<file path="src/rtl/eth_pkg.sv">
// Shared types and constants for the GMII receive decapsulation path.
// Also holds the byte-wide reflected CRC-32 step used by crc32_rx.
package eth_pkg;

    typedef enum logic [2:0] {
        WAIT_IDLE,
        IDLE,
        PREAMBLE,
        DST,
        SRC,
        TYPE,
        PAYLOAD,
        DROP
    } state_t;

    localparam logic [7:0]  PREAMBLE_BYTE = 8'h55;
    localparam logic [7:0]  SFD_BYTE      = 8'hD5;

    localparam logic [31:0] CRC_POLY      = 32'hEDB8_8320;
    localparam logic [31:0] CRC_INIT      = 32'hFFFF_FFFF;
    localparam logic [31:0] CRC_RESIDUE   = 32'hDEBB_20E3;

    localparam int DST_LEN   = 6;
    localparam int SRC_LEN   = 6;
    localparam int TYPE_LEN  = 2;
    localparam int FCS_LEN   = 4;

    localparam logic [47:0] BCAST_ADDR = 48'hFFFF_FFFF_FFFF;

    // One byte through the reflected CRC, least significant bit first.
    function automatic logic [31:0] crc32_byte(input logic [31:0] crc_in,
                                               input logic [7:0]  data_in);
        logic [31:0] c;
        c = crc_in ^ {24'h00_0000, data_in};
        for (int i = 0; i < 8; i++) begin
            c = c[0] ? ((c >> 1) ^ CRC_POLY) : (c >> 1);
        end
        return c;
    endfunction

endpackage

</file>
<file path="src/rtl/crc32_rx.sv">
// Registered byte-wide CRC-32 accumulator; init has priority over en.
// The output is the register itself, so it reflects all bytes accepted so far.
module crc32_rx
    import eth_pkg::*;
(
    input  logic        clk,
    input  logic        arst_n,
    input  logic        init,
    input  logic        en,
    input  logic [7:0]  data,
    output logic [31:0] crc
);

    logic [31:0] crc_q;
    logic [31:0] crc_d;

    always_comb begin
        crc_d = crc_q;
        if (init) begin
            crc_d = CRC_INIT;
        end else if (en) begin
            crc_d = crc32_byte(crc_q, data);
        end
    end

    always_ff @(posedge clk or negedge arst_n) begin
        if (!arst_n) begin
            crc_q <= CRC_INIT;
        end else begin
            crc_q <= crc_d;
        end
    end

    assign crc = crc_q;

endmodule

</file>
<file path="src/rtl/decapsulation.sv">
// GMII receive decapsulator: strips preamble/SFD/header, filters on destination,
// hides the FCS behind a 4-byte delay line and reports a good/bad verdict at frame end.
module decapsulation
    import eth_pkg::*;
#(
    parameter logic [47:0] MAC_ADDR = 48'h40ac14dfbb66,
    parameter bit          PROMISC  = 1'b0,
    parameter int          MIN_LEN  = 64,
    parameter int          MAX_LEN  = 1522
) (
    input  logic        eth_rx_clk,
    input  logic        arst_n,
    input  logic        eth_rx_dv,
    input  logic        eth_rx_er,
    input  logic [7:0]  eth_rxd,
    output logic [7:0]  rx_data,
    output logic        rx_valid,
    output logic        rx_sof,
    output logic        rx_eof,
    output logic        rx_good,
    output logic [47:0] rx_src_mac,
    output logic [15:0] rx_ethertype,
    output logic [15:0] crc_err_cnt
);

    localparam int LEN_W   = $clog2(MAX_LEN + 2);
    localparam int DLY_AW  = $clog2(FCS_LEN);
    localparam int FILL_W  = DLY_AW + 1;

    localparam logic [LEN_W-1:0]  LEN_SAT   = LEN_W'(MAX_LEN + 1);
    localparam logic [LEN_W-1:0]  MAX_LEN_L = LEN_W'(MAX_LEN);
    localparam logic [LEN_W-1:0]  MIN_LEN_L = LEN_W'(MIN_LEN);
    localparam logic [2:0]        DST_LAST  = 3'(DST_LEN - 1);
    localparam logic [2:0]        SRC_LAST  = 3'(SRC_LEN - 1);
    localparam logic [2:0]        TYPE_LAST = 3'(TYPE_LEN - 1);
    localparam logic [FILL_W-1:0] DLY_FULL  = FILL_W'(FCS_LEN);

    state_t             state_q, state_d;
    logic [2:0]         hdr_cnt_q, hdr_cnt_d;
    logic [LEN_W-1:0]   len_q, len_d;
    logic               dst_match_q, dst_match_d;
    logic               dst_bcast_q, dst_bcast_d;
    logic [47:0]        src_shadow_q, src_shadow_d;
    logic [15:0]        type_shadow_q, type_shadow_d;
    logic [7:0]         dly_q [FCS_LEN];
    logic [7:0]         dly_d [FCS_LEN];
    logic [FILL_W-1:0]  fill_q, fill_d;
    logic               sof_sent_q, sof_sent_d;

    logic [7:0]         rx_data_q, rx_data_d;
    logic               rx_valid_q, rx_valid_d;
    logic               rx_sof_q, rx_sof_d;
    logic               rx_eof_q, rx_eof_d;
    logic               rx_good_q, rx_good_d;
    logic [47:0]        rx_src_mac_q, rx_src_mac_d;
    logic [15:0]        rx_ethertype_q, rx_ethertype_d;
    logic [15:0]        crc_err_cnt_q, crc_err_cnt_d;

    logic               crc_init;
    logic               crc_en;
    logic [31:0]        crc_val;
    logic               crc_ok;
    logic [LEN_W-1:0]   len_inc;
    logic [5:0]         mac_sh_amt;
    logic [47:0]        mac_shift;
    logic [7:0]         mac_byte;

    crc32_rx u_crc (
        .clk    (eth_rx_clk),
        .arst_n (arst_n),
        .init   (crc_init),
        .en     (crc_en),
        .data   (eth_rxd),
        .crc    (crc_val)
    );

    assign crc_ok     = (crc_val == CRC_RESIDUE);
    assign len_inc    = (len_q == LEN_SAT) ? len_q : len_q + 1'b1;
    // Destination bytes arrive most significant first.
    assign mac_sh_amt = {DST_LAST - hdr_cnt_q, 3'b000};
    assign mac_shift  = MAC_ADDR >> mac_sh_amt;
    assign mac_byte   = mac_shift[7:0];

    always_comb begin
        state_d        = state_q;
        hdr_cnt_d      = hdr_cnt_q;
        len_d          = len_q;
        dst_match_d    = dst_match_q;
        dst_bcast_d    = dst_bcast_q;
        src_shadow_d   = src_shadow_q;
        type_shadow_d  = type_shadow_q;
        dly_d          = dly_q;
        fill_d         = fill_q;
        sof_sent_d     = sof_sent_q;
        rx_data_d      = 8'h00;
        rx_valid_d     = 1'b0;
        rx_sof_d       = 1'b0;
        rx_eof_d       = 1'b0;
        rx_good_d      = 1'b0;
        rx_src_mac_d   = rx_src_mac_q;
        rx_ethertype_d = rx_ethertype_q;
        crc_err_cnt_d  = crc_err_cnt_q;
        crc_init       = 1'b0;
        crc_en         = 1'b0;

        case (state_q)
            WAIT_IDLE: begin
                if (!eth_rx_dv) state_d = IDLE;
            end

            IDLE, PREAMBLE: begin
                if (!eth_rx_dv) begin
                    state_d = IDLE;
                end else if (eth_rx_er) begin
                    state_d = DROP;
                end else if (eth_rxd == SFD_BYTE) begin
                    state_d     = DST;
                    crc_init    = 1'b1;
                    len_d       = '0;
                    hdr_cnt_d   = '0;
                    dst_match_d = 1'b1;
                    dst_bcast_d = 1'b1;
                end else if (eth_rxd == PREAMBLE_BYTE) begin
                    state_d = PREAMBLE;
                end else begin
                    state_d = DROP;
                end
            end

            DST: begin
                if (!eth_rx_dv) begin
                    state_d = IDLE;
                end else if (eth_rx_er) begin
                    state_d = DROP;
                end else begin
                    crc_en      = 1'b1;
                    len_d       = len_inc;
                    hdr_cnt_d   = hdr_cnt_q + 3'd1;
                    dst_match_d = dst_match_q && (eth_rxd == mac_byte);
                    dst_bcast_d = dst_bcast_q && (eth_rxd == BCAST_ADDR[7:0]);
                    if (hdr_cnt_q == DST_LAST) begin
                        hdr_cnt_d = '0;
                        state_d   = (PROMISC || dst_match_d || dst_bcast_d) ? SRC : DROP;
                    end
                end
            end

            SRC: begin
                if (!eth_rx_dv) begin
                    state_d = IDLE;
                end else if (eth_rx_er) begin
                    state_d = DROP;
                end else begin
                    crc_en       = 1'b1;
                    len_d        = len_inc;
                    hdr_cnt_d    = hdr_cnt_q + 3'd1;
                    src_shadow_d = {src_shadow_q[39:0], eth_rxd};
                    if (hdr_cnt_q == SRC_LAST) begin
                        hdr_cnt_d = '0;
                        state_d   = TYPE;
                    end
                end
            end

            TYPE: begin
                if (!eth_rx_dv) begin
                    state_d = IDLE;
                end else if (eth_rx_er) begin
                    state_d = DROP;
                end else begin
                    crc_en        = 1'b1;
                    len_d         = len_inc;
                    hdr_cnt_d     = hdr_cnt_q + 3'd1;
                    type_shadow_d = {type_shadow_q[7:0], eth_rxd};
                    if (hdr_cnt_q == TYPE_LAST) begin
                        hdr_cnt_d  = '0;
                        fill_d     = '0;
                        sof_sent_d = 1'b0;
                        state_d    = PAYLOAD;
                    end
                end
            end

            PAYLOAD: begin
                if (!eth_rx_dv) begin
                    // Normal end: the four bytes still in the delay line are the FCS.
                    state_d = IDLE;
                    fill_d  = '0;
                    if (sof_sent_q) begin
                        rx_eof_d  = 1'b1;
                        rx_good_d = crc_ok && (len_q >= MIN_LEN_L);
                        if (!crc_ok && (crc_err_cnt_q != 16'hFFFF)) begin
                            crc_err_cnt_d = crc_err_cnt_q + 16'd1;
                        end
                    end
                end else if (eth_rx_er || (len_inc > MAX_LEN_L)) begin
                    state_d = DROP;
                    fill_d  = '0;
                    if (sof_sent_q) begin
                        rx_eof_d  = 1'b1;
                        rx_good_d = 1'b0;
                    end
                end else begin
                    crc_en = 1'b1;
                    len_d  = len_inc;
                    if (fill_q < DLY_FULL) begin
                        dly_d[fill_q[DLY_AW-1:0]] = eth_rxd;
                        fill_d = fill_q + 1'b1;
                    end else begin
                        rx_data_d  = dly_q[0];
                        rx_valid_d = 1'b1;
                        for (int i = 0; i < FCS_LEN - 1; i++) begin
                            dly_d[i] = dly_q[i+1];
                        end
                        dly_d[FCS_LEN-1] = eth_rxd;
                        if (!sof_sent_q) begin
                            rx_sof_d       = 1'b1;
                            sof_sent_d     = 1'b1;
                            rx_src_mac_d   = src_shadow_q;
                            rx_ethertype_d = type_shadow_q;
                        end
                    end
                end
            end

            DROP: begin
                if (!eth_rx_dv) state_d = IDLE;
            end

            default: begin
                state_d = WAIT_IDLE;
            end
        endcase
    end

    always_ff @(posedge eth_rx_clk or negedge arst_n) begin
        if (!arst_n) begin
            state_q        <= WAIT_IDLE;
            hdr_cnt_q      <= '0;
            len_q          <= '0;
            dst_match_q    <= 1'b0;
            dst_bcast_q    <= 1'b0;
            src_shadow_q   <= '0;
            type_shadow_q  <= '0;
            for (int i = 0; i < FCS_LEN; i++) begin
                dly_q[i] <= '0;
            end
            fill_q         <= '0;
            sof_sent_q     <= 1'b0;
            rx_data_q      <= '0;
            rx_valid_q     <= 1'b0;
            rx_sof_q       <= 1'b0;
            rx_eof_q       <= 1'b0;
            rx_good_q      <= 1'b0;
            rx_src_mac_q   <= '0;
            rx_ethertype_q <= '0;
            crc_err_cnt_q  <= '0;
        end else begin
            state_q        <= state_d;
            hdr_cnt_q      <= hdr_cnt_d;
            len_q          <= len_d;
            dst_match_q    <= dst_match_d;
            dst_bcast_q    <= dst_bcast_d;
            src_shadow_q   <= src_shadow_d;
            type_shadow_q  <= type_shadow_d;
            for (int i = 0; i < FCS_LEN; i++) begin
                dly_q[i] <= dly_d[i];
            end
            fill_q         <= fill_d;
            sof_sent_q     <= sof_sent_d;
            rx_data_q      <= rx_data_d;
            rx_valid_q     <= rx_valid_d;
            rx_sof_q       <= rx_sof_d;
            rx_eof_q       <= rx_eof_d;
            rx_good_q      <= rx_good_d;
            rx_src_mac_q   <= rx_src_mac_d;
            rx_ethertype_q <= rx_ethertype_d;
            crc_err_cnt_q  <= crc_err_cnt_d;
        end
    end

    assign rx_data      = rx_data_q;
    assign rx_valid     = rx_valid_q;
    assign rx_sof       = rx_sof_q;
    assign rx_eof       = rx_eof_q;
    assign rx_good      = rx_good_q;
    assign rx_src_mac   = rx_src_mac_q;
    assign rx_ethertype = rx_ethertype_q;
    assign crc_err_cnt  = crc_err_cnt_q;

endmodule

</file>
<file path="config.mk">
export PLATFORM = sky130hd
export DESIGN_NAME = decapsulation
export DESIGN_NICKNAME = d
export VERILOG_FILES = /design/src/rtl/eth_pkg.sv /design/src/rtl/crc32_rx.sv /design/src/rtl/decapsulation.sv
export SDC_FILE = /design/constraint.sdc
export NUM_CORES = 1
export LEC_CHECK = 0
export CELL_PAD_IN_SITES_DETAIL_PLACEMENT = 0
export CELL_PAD_IN_SITES_GLOBAL_PLACEMENT = 2
export CORE_MARGIN = 3
export CORE_UTILIZATION = 35
export CTS_CLUSTER_SIZE = 25
export DETAILED_ROUTE_END_ITERATION = 12
export DONT_BUFFER_PORTS = 1
export PLACE_DENSITY_LB_ADDON = 0.1
export SYNTH_ARGS = -nofsm -noshare
export SYNTH_HDL_FRONTEND = slang
export SYNTH_SLANG_ARGS = --single-unit
</file>
<file path="constraint.sdc">
create_clock -name eth_rx_clk -period 5.95 [get_ports eth_rx_clk]
set_input_delay 1.19 -clock eth_rx_clk [delete_from_list [all_inputs] [get_ports eth_rx_clk]]
set_output_delay 1.19 -clock eth_rx_clk [all_outputs]
set_load 0.02 [all_outputs]
</file>
Word-level counts from Yosys, hierarchy flattened
Cells that the tools add are included.
{"block": "classes", "add_sub_neg": 5, "magnitude_cmp": 5, "n_eq_ne": 37, "shift": 1, "n_mux": 103, "n_bitwise": 15, "n_reduce_logical": 29}
{"operator": "32-bit 2-to-1 mux", "n": 11}
{"operator": "13-bit inverter with 14-bit output", "n": 8}
{"operator": "3-bit 2-to-1 mux", "n": 31}
{"operator": "11-bit 2-to-1 mux", "n": 8}
{"operator": "47-bit by 6-bit right shift with 8-bit output, first input constant", "n": 1}
{"operator": "8-bit 2-to-1 mux", "n": 5}
{"operator": "1-bit 2-to-1 mux", "n": 37}
{"operator": "11-bit case mux with 3 select lines", "n": 1}
{"operator": "32-bit bitwise mux", "n": 1}
{"operator": "32-bit equality test, second input constant", "n": 1}
{"operator": "32-bit by 8-bit XOR with 32-bit output", "n": 1}
{"operator": "2-bit != test, second input constant", "n": 14}
{"operator": "3-bit case mux with 6 select lines", "n": 1}
{"operator": "16-bit by 1-bit adder with 16-bit output, second input constant", "n": 1}
{"operator": "8-bit demux with 2-bit select", "n": 1}
{"operator": "8-bit equality test, second input constant", "n": 2}
{"operator": "16-bit != test, second input constant", "n": 1}
{"operator": "4-bit != test, second input constant", "n": 4}
{"operator": "8-bit AND reduction", "n": 2}
{"operator": "3-bit equality test, second input constant", "n": 5}
{"operator": "5-bit AND reduction", "n": 3}
{"operator": "11-bit by 1-bit adder with 11-bit output, second input constant", "n": 1}
{"operator": "11-bit equality test, second input constant", "n": 1}
{"operator": "11-bit by 7-bit >= comparator with 1-bit output, second input constant", "n": 1}
{"operator": "other kinds (30)", "n": 53}
{"block": "totals", "reg_bits": 243, "output_inout_bits": 92, "wordCells": 217}

Logic depth before layout (Yosys ltp)
Gate-level depths: netlist (run 1).
{"block": "logic_depth", "depth_word": 19, "ltp_mapped": 13}

Hierarchy
Synthesis (run 1) repeated with hierarchy kept, for this count alone.
{"block": "unflattened", "hier_cells": 1000, "hier_area_um2": 11677.4}
{"module": "decapsulation", "n_inst": 1, "cells_per_inst": 808, "area_each_um2": 9599.2}
{"module": "crc32_rx", "n_inst": 1, "cells_per_inst": 192, "area_each_um2": 2078.2}

Worst setup path before layout (run 1)
OpenSTA, ideal clock, no wires.
{"block": "synth_path", "kind": "input to register", "start": "input port eth_rxd[4]", "end": "register hdr_cnt_q[2]", "setup_time_ns": 0.066, "t_arrival_ns": 3.088, "path_slack_ns": 2.796, "stages": 8, "path_buffers": 1, "path_cell_list": "clkbuf_1 -> nand4_1 -> nor4_1 -> maj3_1 -> o21ai_1 -> or3_1 -> or4b_1 -> nand2_1"}
{"block": "synth_via", "elab_chain_len": 3}
{"item": "from (decl)", "line_no": "decapsulation.sv:15", "text": "input logic [7:0] eth_rxd,"}
{"item": "8-bit equality test", "line_no": "decapsulation.sv:116", "text": "end else if (eth_rxd == SFD_BYTE) begin"}
{"item": "2-bit != test (no line)"}
{"item": "8-bit AND reduction (no line)"}
{"item": "to (signal assigned)", "line_no": "decapsulation.sv:260", "text": "hdr_cnt_q <= hdr_cnt_d;"}
{"item": "to (decl)", "line_no": "decapsulation.sv:39", "text": "logic [2:0] hdr_cnt_q, hdr_cnt_d;"}
No other way between the ends.
A chain may end at the register's enable or synchronous reset.

Worst setup path in the final report (run 1)
{"block": "layout_path", "start": "register len_q[0]", "end": "register rx_src_mac_q[44], in the netlist rx_src_mac[44]"}
{"block": "layout_via", "elab_chain_len": 6}
{"item": "from (decl)", "line_no": "decapsulation.sv:40", "text": "logic [LEN_W-1:0] len_q, len_d;"}
{"item": "from (signal assigned)", "line_no": "decapsulation.sv:261", "text": "len_q <= len_d;"}
{"item": "11-bit by 1-bit adder with 11-bit output or 11-bit equality test (tied branches)", "line_no": "decapsulation.sv:78", "text": "assign len_inc = (len_q == LEN_SAT) ? len_q : len_q + 1'b1;"}
{"item": "11-bit 2-to-1 mux (*)", "line_no": "decapsulation.sv:78"}
{"item": "11-bit greater-than comparator (*)", "line_no": "decapsulation.sv:196", "text": "end else if (eth_rx_er || (len_inc > MAX_LEN_L)) begin"}
{"item": "1-bit logical OR (*)", "line_no": "decapsulation.sv:196"}
{"item": "1-bit inverter (no line) (*)"}
{"item": "5-bit AND reduction (no line) (*)"}
{"item": "to (signal assigned)", "line_no": "decapsulation.sv:276", "text": "rx_src_mac_q <= rx_src_mac_d;"}
{"item": "to (decl)", "line_no": "decapsulation.sv:55", "text": "logic [47:0] rx_src_mac_q, rx_src_mac_d;"}
Every way passes the cells marked *; elsewhere a longest branch is shown, timed or not.

==> results of run 1 <==
==> cell type report <==
class                           instances  area, µm²  area share, %
Sequential cell                       243       6120           46.9
Multi-Input combinational cell        648       5280           40.5
Clock buffer                           40        806           6.18
Tap cell                              442        553           4.24
Clock inverter                          8        124          0.949
Inverter                               22       82.6          0.633
Timing Repair Buffer                    9       80.1          0.614
==> cells in the mapped netlist (24+ instances only) <==
library cell,number
dfstp_2,32
nor2_1,29
nand2_1,59
mux2i_1,27
xor2_1,29
dfrtp_1,211
a32oi_1,24
nand3_1,56
xnor2_1,64
mux2_4,49
nand2b_1,34
clkbuf_1,30
mux2_2,83
==> routing by layer <==
| layer | vias to the layer above | wire length (µm) | global-route usage [%] |
|---|---|---|---|
| met1 | 3658 | 13100 | 21.5 |
| met2 | 107 | 12800 | 24.6 |
| li1 | 3433 | - | - |
| met5 | - | 0 | 0 |
| met3 | 33 | 1040 | 2.65 |
| met4 | 0 | 420 | 3.13 |
==> final timing paths <==
| path | start | endpoint | slack [ns] | cells past startpoint |
|---|---|---|---|---|
| min reg2reg | dly_q[30] | dly_q[30] | 0.49 | 1 |
| max | len_q[0] | rx_src_mac[44] | 2.08 | 10 |
| min in group eth_rx_clk | dly_q[30] | dly_q[30] | 0.49 | 1 |
| max in group asynchronous | arst_n | dly_q[2] | 5.13 | 0 |
| min | arst_n | len_q[9] | 0.35 | 0 |
| max reg2reg | len_q[0] | rx_src_mac[44] | 2.08 | 10 |
==> registers in the layout, summed over array words and instances (netlist names) <==
signal and cells:
dst_match_q 1, rx_ethertype 16, u_crc.crc 32, rx_data 8, rx_valid 1, len_q 11, rx_good 1, type_shadow_q 16
crc_err_cnt 16, dly_q 32, state_q 3, rx_sof 1, fill_q 3, rx_eof 1, src_shadow_q 48, sof_sent_q 1
rx_src_mac 48, dst_bcast_q 1, hdr_cnt_q 3
==> cells in the final DEF (no fill, tap or decap), types with 10 or more instances in the layout <==
cell and instances:
nand4_1 16, mux2_2 83, xnor2_1 64, nand3_1 56
a21oi_1 10, mux2i_1 27, and3_1 16, a32oi_1 24
xor2_1 29, a2bb2oi_1 15, ha_1 14, dfstp_2 32
inv_1 22, clkbuf_16 28, nand2b_1 34, nor4_1 10
nand2_1 59, dfrtp_1 211, o21ai_0 17, nor2_1 29
mux2_4 49
==> worst max-delay path, stage by stage, from the launching register on <==
cell and delay (ns):
dfrtp_1 0.48, ha_1 0.39, and4_4 0.30, and4_1 0.26
xnor2_1 0.19, o41ai_4 0.17, a21oi_4 0.18, buf_4 0.60
nor3b_4 0.33, buf_12 0.41, mux2_2 0.39
==> report_power, final <==
| group | total (mW) | internal (mW) | switching (mW) | leakage [nW] |
|---|---|---|---|---|
| combinational | 1.60 | 0.790 | 0.813 | 2.27 |
| clock | 1.72 | 1.03 | 0.693 | 0.448 |
| sequential | 2.18 | 1.95 | 0.228 | 3.14 |
==> cell families (layout without fill, tap and decap cells) <==
family	count (synthesis)	after routing	share of synthesized area, %
and+or+nand+nor	267	267	12.2
DFF	243	243	51.9
muxes	159	159	16.5
AOI/OAI and AO/OA	113	113	7.32
xor gates and xnor gates	94	94	7.04
buffers and inverters	80	79	3.53
adders and majority gates	15	15	1.57
==> metrics by stage <==
stage / cells / hold WS, ns / instance area [µm²] / total power [mW] / setup slack [ns]
after floorplan: 971 / 0.448 / 11800 / 3.48 / 2.80
after detailed placement: 1364 / 0.479 / 12100 / 3.83 / 2.09
final: 1412 / 0.347 / 13000 / 5.50 / 2.08
after global placement: 1364 / 0.484 / 12100 / 3.84 / 2.13
after global routing: 1412 / 0.310 / 13000 / 5.87 / 1.84
after CTS: 1412 / 0.308 / 13000 / 5.60 / 2.09
==> impl_metrics.ini, run 1 <==
[synth]
synth_area_leaders = dfrtp_1, mux2_2, dfstp_2, mux2_4, xnor2_1
synth-edff-count = 0
synthArstFlopShare_pct = 100
syn_nets = 997
synth_cell_types = 71
avgSynthCellArea_um2 = 12.1
syn-cell-area_mm2 = 0.0118
synth_top_flop_cell = dfrtp_1
ys_warn_count = 0
yosysSeqAreaShare_pct = 51.9
postSynthCellCount = 971
yosys.area.top_type = dfrtp_1
synth_top_area_share_pct = 44.8
synth_seq_cells = 243

[floorplanning]
initial_core_util_pct = 35.9
rows = 66
die_y_um = 190
io_pins = 104
die_w_um = 190
core_mm2 = 0.0329
die-area_mm2 = 0.0359

[drt]
drt-total-wl_mm = 27.3
drtPass1Iterations = 5
routed_via_density = 5.12
drt_iter0_drc = 387
ant_nets = 0
drc = 0
post_drt_wl_per_cell_um = 19.4
vias = 7231

[timing]
setup_viol = 0
max_freq_mhz = 258
fin_crit_ns = 3.87
fin_tns_setup_ns = 0
fin_worst_skew_ns = 0.0169
rsz0062_at_grt = no
maxSlewViolCount = 0
hold_viol = 0
maxSlewHeadroom_pct = 27.8
worstMarginPinSlew_ns = 1.08
finalCritPeriodShare_pct = 65.1

[layout]
drive_gt1_share_pct = 23.4
syn_to_final_growth_pct = 10.6
fin_util_pct = 39.7
nFillCells = 3202
fin_nets = 978
num_antenna_cells = 0

[clocking]
cts_resized = 0
postCtsSetupBuffers = 0
cts_max_level = 1
cts_tree = done
hold_buffers = 0
clk_latency_ns = 0.55
clk_pin_slew_ns = 0.06
cts.sinks = 243
cts_buffers = 28
clock_path_buffers = 3
clockRootBuffer = clkbuf_16

[global_route]
grt_antenna_before_repair = 0
grt_usage_pct = 15.2
grt_max_degree = 244
grt_pass1_vias = 7433
grt_pass1_wl_mm = 44.2
grt-ovfl-total = 0

[placed_design]
portBuffers = 0
gp_congestion = 0.782
hpwl_mm = 17.3

[worst_setup_path]
arrival_ns = 4.31
worstPathRequired_ns = 6.38
path_class = flop to flop
path_max_fanout = 83
critPathLaunchType = flop
end_kind = flop

[power_and_ir_drop]
p_leak_nw = 5.86
vdd_drop_max_uv = 201
p_per_area_mw_per_mm2 = 422

[hold_path]
worst_hold_path_type = input pin to async pin

[run_status]
outcome = complete, no violations

[flow_run]
cap_violations = 0
Power figures use the tool's default switching activity.
==> run 2: changes to the inputs <==
==> constraint.sdc (replaced) <==
create_clock -name eth_rx_clk -period 3.5 [get_ports eth_rx_clk]
set_input_delay 0.7 -clock eth_rx_clk [delete_from_list [all_inputs] [get_ports eth_rx_clk]]
set_output_delay 0.7 -clock eth_rx_clk [all_outputs]
set_load 0.02 [all_outputs]
==> impl_metrics.ini, run 2 (synthesized netlist as in run 1, its figures left out) <==
[timing]
holdWs_ns = -0.159
worstMarginPinSlew_ns = 1.13
rsz0062_at_grt = no
setup_viol = 0
fin_worst_skew_ns = 0.0188
maxSlewViolCount = 0
max_freq_mhz = 313
fin_crit_ns = 3.19
finalCritPeriodShare_pct = 91.1
fin_tns_setup_ns = 0
maxSlewHeadroom_pct = 24.5
hold_viol = 211

[drt]
drt-total-wl_mm = 27.6
post_drt_wl_per_cell_um = 19.3
drtPass1Iterations = 4
vias = 7237
ant_nets = 0
drc = 0
drt_iter0_drc = 373
routed_via_density = 5.05

[flow_run]
cap_violations = 0

[worst_setup_path]
critPathLaunchType = flop
worstPathRequired_ns = 3.94
rr_worst_depth = 9
path_max_fanout = 65
path_class = flop to flop
r2r-end = rx_src_mac[34]
ff2ff_setup_slack_ns = 0.31
end_kind = flop
r2r_start = len_q[0]
arrival_ns = 3.63

[clocking]
cts_tree = done
cts.sinks = 243
cts_buffers = 29
cts_resized = 0
cts_max_level = 1
clk_pin_slew_ns = 0.06
clock_path_buffers = 3
postCtsSetupBuffers = 0
clk_latency_ns = 0.56
clockRootBuffer = clkbuf_16

[power_and_ir_drop]
power_mw = 9.53
vdd_drop_max_uv = 350
p_per_area_mw_per_mm2 = 721
p_leak_nw = 5.97

[layout]
final_common_cell = dfrtp_1
final_cell_mix = dfrtp_1, mux2_2, xnor2_1
nFillCells = 3240
syn_to_final_growth_pct = 12.1
fin_nets = 995
drive_gt1_share_pct = 25.2

[global_route]
met2_usage_pct = 25.0
top_usage_layer = met2
grtUsageMet1_pct = 21.7
grt_usage_pct = 15.4
met3_usage_pct = 2.80
grt_antenna_before_repair = 0
grt_max_degree = 244
grt-ovfl-total = 0
grt_pass1_wl_mm = 44.8
grt_pass1_vias = 7537

[run_status]
violations = negative hold slack
outcome = finished, violations left

[placed_design]
hpwl_mm = 17.7
gp_congestion = 0.740
portBuffers = 0

[floorplanning]
core_mm2 = 0.0329
die_w_um = 190
die_y_um = 190
die-area_mm2 = 0.0359
rows = 66
io_pins = 104
initial_core_util_pct = 35.9

[hold_path]
worst_hold_path_type = input pin to async pin
[run 2: cell count changes in the layout (fill, tap and decap cells not counted)]
cell        change
buf_4          +15
clkinvlp_4      +1
clkbuf_8        +3
diode_2         +1
clkinv_2        +2
clkinv_1        +2
bufinv_16       -1
inv_16          +1
buf_12          +1
clkinv_16       -1
clkbuf_1        -4
clkbuf_16       +1
inv_6           +1
[run 2: metal layers]
metal	vias up	share of wire [%]
met5	-	0
met4	0	1.6
met3	29	4.0
met2	112	47
met1	3638	47
li1	3458	-
[run 2: critical path, cell delays in order (launching register included)]
cell	delay, ns
dfrtp_1	0.46
ha_1	0.34
nor2b_1	0.19
o31a_1	0.29
o32a_1	0.38
o41ai_4	0.39
a21oi_4	0.13
nor3b_4	0.20
buf_12	0.20
mux2_4	0.38
[run 2: how the worst max path moves through the flow]
stage	start	to	slack, ns	cells past startpoint
final	len_q[0]	rx_src_mac[34]	0.31	9
after global routing	len_q[0]	rx_src_mac[46]	0.17	9
after CTS	len_q[0]	rx_ethertype[4]	0.33	9
after detailed placement	len_q[0]	rx_ethertype[4]	0.31	9
after global placement	len_q[0]	rx_ethertype[15]	0.37	9
after floorplan	len_q[0]	rx_ethertype[10]	0.62	12
[run 2: area by class of cell]
class / count / area (µm²) / area share (%)
diodes: 1 / 2.50 / 0.0189
clock buffers: 40 / 857 / 6.48
clock inverters: 13 / 118 / 0.889
inverters: 22 / 82.6 / 0.624
multi-input cells: 648 / 5280 / 39.9
flip-flops and latches: 243 / 6120 / 46.3
well taps: 442 / 553 / 4.18
repair buffers: 25 / 213 / 1.61
[run 2: per-stage QoR]
step / instances / utilization (%) / instance area, µm² / setup slack [ns]
after detailed placement: 1380 / 37.3 / 12200 / 0.315
final: 1434 / 40.2 / 13200 / 0.310
after global routing: 1433 / 40.2 / 13200 / 0.170
after floorplan: 971 / - / 11800 / 0.621
after CTS: 1433 / 40.2 / 13200 / 0.325
after global placement: 1380 / 37.3 / 12200 / 0.373
[run 2: power by group]
part,internal (mW),switching (mW)
Clock,1.79,1.23
Combinational,1.41,1.43
Sequential,3.31,0.364
Total,6.52,3.02
